<file path="config.mk">
export PLATFORM = sky130hd
export DESIGN_NAME = adder_pipe_acc
export DESIGN_NICKNAME = d
export VERILOG_FILES = /design/src/rtl/adder_pipe_acc.sv
export SDC_FILE = /design/constraint.sdc
export NUM_CORES = 1
export LEC_CHECK = 0
export ABC_AREA = 1
export CELL_PAD_IN_SITES_DETAIL_PLACEMENT = 1
export CELL_PAD_IN_SITES_GLOBAL_PLACEMENT = 2
export CORE_MARGIN = 2
export CORE_UTILIZATION = 33
export CTS_BUF_LIST = sky130_fd_sc_hd__clkbuf_4 sky130_fd_sc_hd__clkbuf_8
export DETAILED_ROUTE_END_ITERATION = 12
export GPL_TIMING_DRIVEN = 0
export HOLD_SLACK_MARGIN = 0.06
export PLACE_DENSITY_LB_ADDON = 0.1
export SETUP_SLACK_MARGIN = 0.05
export SLEW_MARGIN = 20
export SYNTH_ARGS = -nofsm -noshare
export SYNTH_HDL_FRONTEND = slang
export SYNTH_SLANG_ARGS = --single-unit
</file>
<file path="constraint.sdc">
create_clock -name clk -period 3.5 [get_ports clk]
set_clock_uncertainty 0.15 [all_clocks]
set_input_delay 0.525 -clock clk [delete_from_list [all_inputs] [get_ports clk]]
set_output_delay 0.525 -clock clk [all_outputs]
set_load 0.02 [all_outputs]
</file>
<file path="src/rtl/adder_pipe_acc.sv">
// Pipelined add/sub/accumulate unit: the carry chain is cut into STAGES register slices.
// Optional unsigned saturation in the final slice is enabled by defining ADDER_SAT_EN.
module adder_pipe_acc #(
    parameter int unsigned WIDTH  = 8,
    parameter int unsigned STAGES = 2
) (
    input  logic             clk,
    input  logic             rst,
    input  logic             in_valid,
    output logic             in_ready,
    input  logic [1:0]       op,
    input  logic [WIDTH-1:0] a,
    input  logic [WIDTH-1:0] b,
    input  logic             cin,
    input  logic             acc_clr,
    output logic             out_valid,
    input  logic             out_ready,
    output logic [WIDTH-1:0] sum,
    output logic             cout,
    output logic             ovf,
    output logic             sat
);

    localparam int unsigned SW   = WIDTH / STAGES;
    localparam int unsigned MSB  = WIDTH - 1;
    localparam int unsigned LAST = STAGES - 1;

    typedef enum logic [1:0] {
        OpAdd = 2'b00,
        OpSub = 2'b01,
        OpAcc = 2'b10,
        OpRsv = 2'b11
    } op_e;

    // One pipeline slot: operands as applied, partial result, carry into the next slice.
    typedef struct packed {
        logic             valid;
        logic             is_acc;
        logic             is_sub;
        logic [WIDTH-1:0] opa;
        logic [WIDTH-1:0] opb;
        logic [WIDTH-1:0] res;
        logic             carry;
        logic             ovf;
        logic             sat;
    } stage_t;

    stage_t           stage_q  [STAGES];
    stage_t           stage_d  [STAGES];
    stage_t           stage_in [STAGES];
    logic [WIDTH-1:0] acc_q;
    logic [WIDTH-1:0] acc_d;
    logic             adv;
    logic             acc_busy;
    op_e              op_dec;

    assign op_dec = op_e'(op);

    // ------------------------------------------------------------------
    // Handshake
    // ------------------------------------------------------------------
    assign out_valid = stage_q[LAST].valid;
    assign adv       = !out_valid || out_ready;
    assign in_ready  = adv && !acc_busy;

    always_comb begin
        acc_busy = 1'b0;
        for (int k = 0; k < STAGES; k++) begin
            if (stage_q[k].valid && stage_q[k].is_acc) begin
                acc_busy = 1'b1;
            end
        end
    end

    // ------------------------------------------------------------------
    // Operand preparation and stage inputs
    // ------------------------------------------------------------------
    always_comb begin
        stage_in[0]        = '0;
        stage_in[0].valid  = in_valid && in_ready;
        stage_in[0].is_acc = (op_dec == OpAcc);
        stage_in[0].is_sub = (op_dec == OpSub);
        stage_in[0].opa    = a;
        case (op_dec)
            OpSub: begin
                stage_in[0].opb   = ~b;
                stage_in[0].carry = 1'b1;
            end
            OpAcc: begin
                stage_in[0].opb   = acc_q;
                stage_in[0].carry = 1'b0;
            end
            default: begin
                stage_in[0].opb   = b;
                stage_in[0].carry = cin;
            end
        endcase
        for (int k = 1; k < STAGES; k++) begin
            stage_in[k] = stage_q[k-1];
        end
    end

    // ------------------------------------------------------------------
    // Slice adders; the final slice also derives flags and optional clamp
    // ------------------------------------------------------------------
    always_comb begin
        logic [SW:0] slice;
        slice = '0;
        for (int k = 0; k < STAGES; k++) begin
            stage_d[k] = stage_in[k];
            slice = {1'b0, stage_in[k].opa[k*SW +: SW]}
                  + {1'b0, stage_in[k].opb[k*SW +: SW]}
                  + {{SW{1'b0}}, stage_in[k].carry};
            stage_d[k].res[k*SW +: SW] = slice[SW-1:0];
            stage_d[k].carry           = slice[SW];
        end

        // Flags reflect the unclamped result.
        stage_d[LAST].ovf = (stage_d[LAST].opa[MSB] == stage_d[LAST].opb[MSB])
                         && (stage_d[LAST].res[MSB] != stage_d[LAST].opa[MSB]);
        stage_d[LAST].sat = 1'b0;
`ifdef ADDER_SAT_EN
        if (!stage_d[LAST].is_sub && stage_d[LAST].carry) begin
            stage_d[LAST].res = '1;
            stage_d[LAST].sat = 1'b1;
        end else if (stage_d[LAST].is_sub && !stage_d[LAST].carry) begin
            stage_d[LAST].res = '0;
            stage_d[LAST].sat = 1'b1;
        end
`endif
    end

    // ------------------------------------------------------------------
    // Pipeline registers: every slot shifts on adv, holds otherwise
    // ------------------------------------------------------------------
    for (genvar k = 0; k < STAGES; k++) begin : g_stage
        always_ff @(posedge clk) begin
            if (rst) begin
                stage_q[k] <= '0;
            end else if (adv) begin
                stage_q[k] <= stage_d[k];
            end
        end
    end

    // ------------------------------------------------------------------
    // Accumulator
    // ------------------------------------------------------------------
    always_comb begin
        acc_d = acc_q;
        if (acc_clr) begin
            acc_d = '0;
        end else if (out_valid && out_ready && stage_q[LAST].is_acc) begin
            acc_d = stage_q[LAST].res;
        end
    end

    always_ff @(posedge clk) begin
        if (rst) begin
            acc_q <= '0;
        end else begin
            acc_q <= acc_d;
        end
    end

    // ------------------------------------------------------------------
    // Outputs
    // ------------------------------------------------------------------
    assign sum  = stage_q[LAST].res;
    assign cout = stage_q[LAST].carry;
    assign ovf  = stage_q[LAST].ovf;
    assign sat  = stage_q[LAST].sat;

    // Operand copies in the output slot are not needed past the last slice.
    logic unused_out;
    assign unused_out = ^{stage_q[LAST].opa, stage_q[LAST].opb, stage_q[LAST].is_sub};

endmodule

</file>
**After elaboration in Yosys (flattened, before gate mapping)**

Memories as Yosys holds them, arrays and structs flattened.
Index checks and enable logic that the tools add are counted.

- Bits in registers: 8
- RAM bits: 58
- Bits of input ports: 24
- Memories: 1

Memories:

| memory | depth | bits a word | rd ports | clocked after Yosys merged registers in | write ports | RTL line | source |
|---|---|---|---|---|---|---|---|
| stage_q | 2 | 29 | 2 | 0 | 2 | 48 | `stage_t stage_q [STAGES];` |

- $add $sub $neg: 4
- Equal/unequal tests: 4
- Mux-type cells: 11
- Bitwise operators: 3
- Reduce and logical (&&, ||, !) cells: 11

Operators with widths:

| kind | count |
|---|---|
| $mux W29 | 2 |
| $pmux W8 S2 | 1 |
| $add A4 B4 Y5 | 2 |
| $add A5 B1 Y5 | 2 |
| $not A8 Y8 | 1 |
| $logic_and A1 B1 Y1 | 7 |
| $mux W1 | 7 |
| $eq A2 B1 Y1 const B | 1 |
| $eq A2 B2 Y1 const B | 1 |
| $logic_not A1 Y1 | 2 |
| $or A1 B1 Y1 | 2 |
| $pmux W1 S2 | 1 |
| $reduce_or A2 Y1 | 1 |
| $eq A1 B1 Y1 | 1 |
| $logic_or A1 B1 Y1 | 1 |
| $ne A1 B1 Y1 | 1 |

**Logic depth before layout (Yosys ltp)**

An unclocked memory read counts as a cell.

- Depth in word-level cells: 8
- Depth in mapped cells: 13
- Mapped depth without buffers: 11

**Worst setup path before layout**

OpenSTA, ideal clock, no wires.

- Path kind: input to register
- From: input port op[0]
- To: memory stage_q[0][3] in the netlist's numbering, data pin
- Library setup time: 0.252 ns
- Data arrival time: 2.236 ns
- Required time: 3.098 ns
- Slack: 0.862 ns
- Stages: 12
- Cell sequence: inv_1 ha_1 buf_4 inv_2 buf_6 o211ai_1 o21ai_1 fa_1 inv_1 fa_1 inv_1 nor2_1

RTL lines:

| what | RTL line | source |
|---|---|---|
| start, declared | 11 | `input logic [1:0] op,` |
| end, declared | 48 |  |

==> flow_metrics.py <==
metrics = {
    "cts": {
        "post_cts_resized": 0,
        "cts_setup_buffers": 0,
        "worst_setup_hold_path_clk_slew_ps": 80,
        "cts_tree": "done",
        "cts.htree.levels": 2,
        "worstSkewPairLatency_ps": 290,
        "cts_hold_buf": 0,
        "clock_sink_count": 35,
        "max-clock-path-buffers": 2,
        "ctsRootBufferMaster": "clkbuf_8",
        "tritoncts.num_buffers": 5,
    },
    "power": {
        "p_seq_frac": 0.458,
        "maximum_resistive_drop_on_vdd_mv": 0.210,
        "totalPowerFinal_uw": 1110,
        "switchingPower_uw": 297,
        "power_per_cell_area_nw_per_um2": 437,
        "reported_leakage_power_uw": 0.00118,
        "internal_power_uw": 817,
        "power_frac_comb": 0.211,
        "p_sw_frac": 0.267,
        "clock_power_share": 0.331,
    },
    "status": {
        "run_status": "finished clean",
    },
    "global_routing": {
        "number_of_antenna_violations_at_the_first_check_in_global_routing": 0,
        "grt_pass1_wl_um": 7260,
        "grt-ovfl-total": 0,
        "grt.total_usage": 0.148,
        "first_global_vias": 1454,
        "grt_start_max_net_pins": 28,
    },
    "synthesis": {
        "yosysWarningCount": 0,
        "synthDistinctLibCells": 25,
        "yosys-top-cells-count": "inv_1, nor2_1, edfxtp_1, nand2_1",
        "xor_and_xnor_area_share_after_synthesis": 0,
        "postSynthRegisterBits": 35,
        "synth-async-reset-ratio": 0,
        "main_combinational_cell_family_by_area_after_synthesis": "simple AND/OR/NAND/NOR gates",
        "synthesis.instances": 220,
        "yosysTopAreaCell": "edfxtp_1",
        "synth.area.top_cells": "edfxtp_1, dfxtp_1, inv_1, nor2_1, ha_1",
        "synthesis.area_per_instance_um2": 9.04,
        "mux_contribution_to_synthesized_area": 0,
        "synth_compound_area_frac": 0.0824,
        "synth-edff-count": 27,
        "post-synth-top-count-cell": "inv_1",
        "synth_top_area_share": 0.408,
        "syn-num-nets": 256,
        "adder_and_majority_gate_portion_of_the_synthesized_area": 0.0906,
        "synth_simple_gate_area_frac": 0.203,
        "ys_seq_area_frac": 0.488,
        "mappedNetlistArea_um2": 1990,
        "synth_flop_cell": "edfxtp_1",
    },
    "run": {
        "cap_viol_max_count": 0,
    },
    "cells_and_area": {
        "drive_above_1_share": 0.175,
        "sequential_cell_area_um2": 971,
        "filler_instances": 687,
        "final_net_count": 298,
        "area_growth_pct": 28.1,
        "antennaDiodeCount": 0,
        "finish.instance_area_um2": 2550,
        "area_of_the_multi_input_gates_um2": 753,
    },
    "worst_setup_path": {
        "critical_path_data_required_time_ps": 3390,
        "timing.reg2reg.setup_slack_ps": 1480,
        "critical-path-slowest-cell": "clkdlybuf4s50_1",
        "crit_chain": "clkdlybuf4s50_1 -> inv_1 -> ha_1 -> buf_4 -> inv_2 -> buf_6 -> o211ai_1 -> o21ai_1 -> fa_1 -> inv_1 -> fa_1 -> inv_1 -> nor2_1",
        "critPathMaxFanout": 10,
        "cp_startpoint_kind": "input pin",
        "worst-endpoint-arrival_ps": 2890,
        "critPathMaxStageDelay_ps": 480,
        "worstPathBufferInverterCount": 7,
        "critical_path_class": "input pin to register",
        "path_common_cell": "inv_1",
        "critical_path.endpoint_type": "register",
        "crit_family": "adder cells",
    },
    "timing": {
        "fmaxAchievable_mhz": 333,
        "slew_viol_final": 0,
        "fin_crit_sh": 0.859,
        "slew_headroom": 0.555,
        "report.final.setup_viol": 0,
        "final_total_negative_setup_slack_ps": 0,
        "unrepaired_setup_endpoints_after_global_routing": "no",
        "final.setup.worst_slack_ps": 494,
        "worst_slew_pin_slew_ps": 665,
        "finalCriticalPeriod_ps": 3010,
        "hold_viol_final": 0,
    },
    "drt": {
        "viasPerCell": 4.44,
        "dr_total_vias": 1500,
        "drt_iter0_drc": 49,
        "wire_per_inst_um": 12.9,
        "routed_wl_um": 4370,
        "drt_pass1_iterations": 4,
        "drc": 0,
        "antenna_violating_nets_post_route": 0,
    },
    "floorplanning": {
        "floorplan.core_area_um2": 5890,
        "die_area_um2": 6660,
        "core.rowCount": 28,
        "start_util": 0.338,
        "die_height_um": 81.6,
        "io_pins": 37,
        "die_width_um": 81.6,
    },
    "placement": {
        "instance_area_after_placement_um2": 2430,
        "dp_worst_setup_slack_ps": 177,
        "place.detailed.hpwl_um": 3380,
        "buffer_ports.inserted": 35,
        "place.gp.congestion": 0.715,
    },
    "worst_hold_path": {
        "min-delay-path-class": "register to register",
    },
}
==> cell families (layout without fill, tap and decap cells) <==
family          after synthesis  in the layout
compound gates               28             28
fa+ha+maj                    12             12
buf+inv                      55             98
flops                        35             35
other cells                   1              1
simple gates                 89             89
==> stage by stage <==
step / hold slack (ps) / utilization / instances
3_5_place_dp: 349 / 0.414 / 330
2_1_floorplan: 315 / - / 220
4_1_cts: 379 / 0.433 / 338
6_report: 381 / 0.433 / 338
5_1_grt: 403 / 0.433 / 338
3_3_place_gp: 339 / 0.413 / 330
==> layer usage <==
layer  vias up  share of wire  global-route usage
met5         -              0                   0
met2        23           0.43               0.236
met4         0         0.0094              0.0400
li1        770              -                   -
met1       702           0.53               0.203
met3         5          0.035              0.0330
==> cell type report <==
cell class,instances,area share
Buffer,14,0.0432
Clock buffer,5,0.0270
Multi-Input combinational cell,130,0.296
Sequential cell,35,0.381
Inverter,41,0.0614
Tap cell,75,0.0368
Timing Repair Buffer,35,0.138
Clock inverter,3,0.0172
==> cells in the final DEF, fill, tap and decap left out, drive strengths merged, types with 4 or more instances in the layout <==
master         synthesis  layout
dfxtp                  8       8
a21oi                 11      11
ha                     8       8
nand3                 13      13
clkbuf                 0       5
nand2                 29      29
o21ai                 15      15
edfxtp                27      27
fa                     4       4
inv                   41      41
nor2                  43      43
buf                   14      14
clkdlybuf4s50          0      35
==> power by group through the flow <==
stage	combinational (µW)	clock (µW)	sequential [µW]
final	235	369	510
after global routing	267	392	514
after CTS	240	375	511
after detailed placement	239	0	520
after global placement	236	0	519
after floorplan	146	0	516
==> flip-flops by register name, summed over array words and instances, names as in the netlist <==
name and cells:
stage_q 27, acc_q 8
==> final timing paths <==
path,startpoint,to,depth (start not counted)
setup / recovery,op[0],stage_q[0][3],13
hold / removal,stage_q[1][6],acc_q[4],2
setup reg to reg,acc_q[0],stage_q[0][3],8
hold reg to reg,stage_q[1][6],acc_q[4],2
==> worst reg2reg max path, stage by stage (launching register included) <==
cell and delay [ps]:
dfxtp_1 340, nand2_1 70, o211ai_1 80, o21ai_1 110, fa_1 400, inv_1 100
fa_1 410, inv_1 60, nor2_1 40
(Power assumes the default switching activity.)
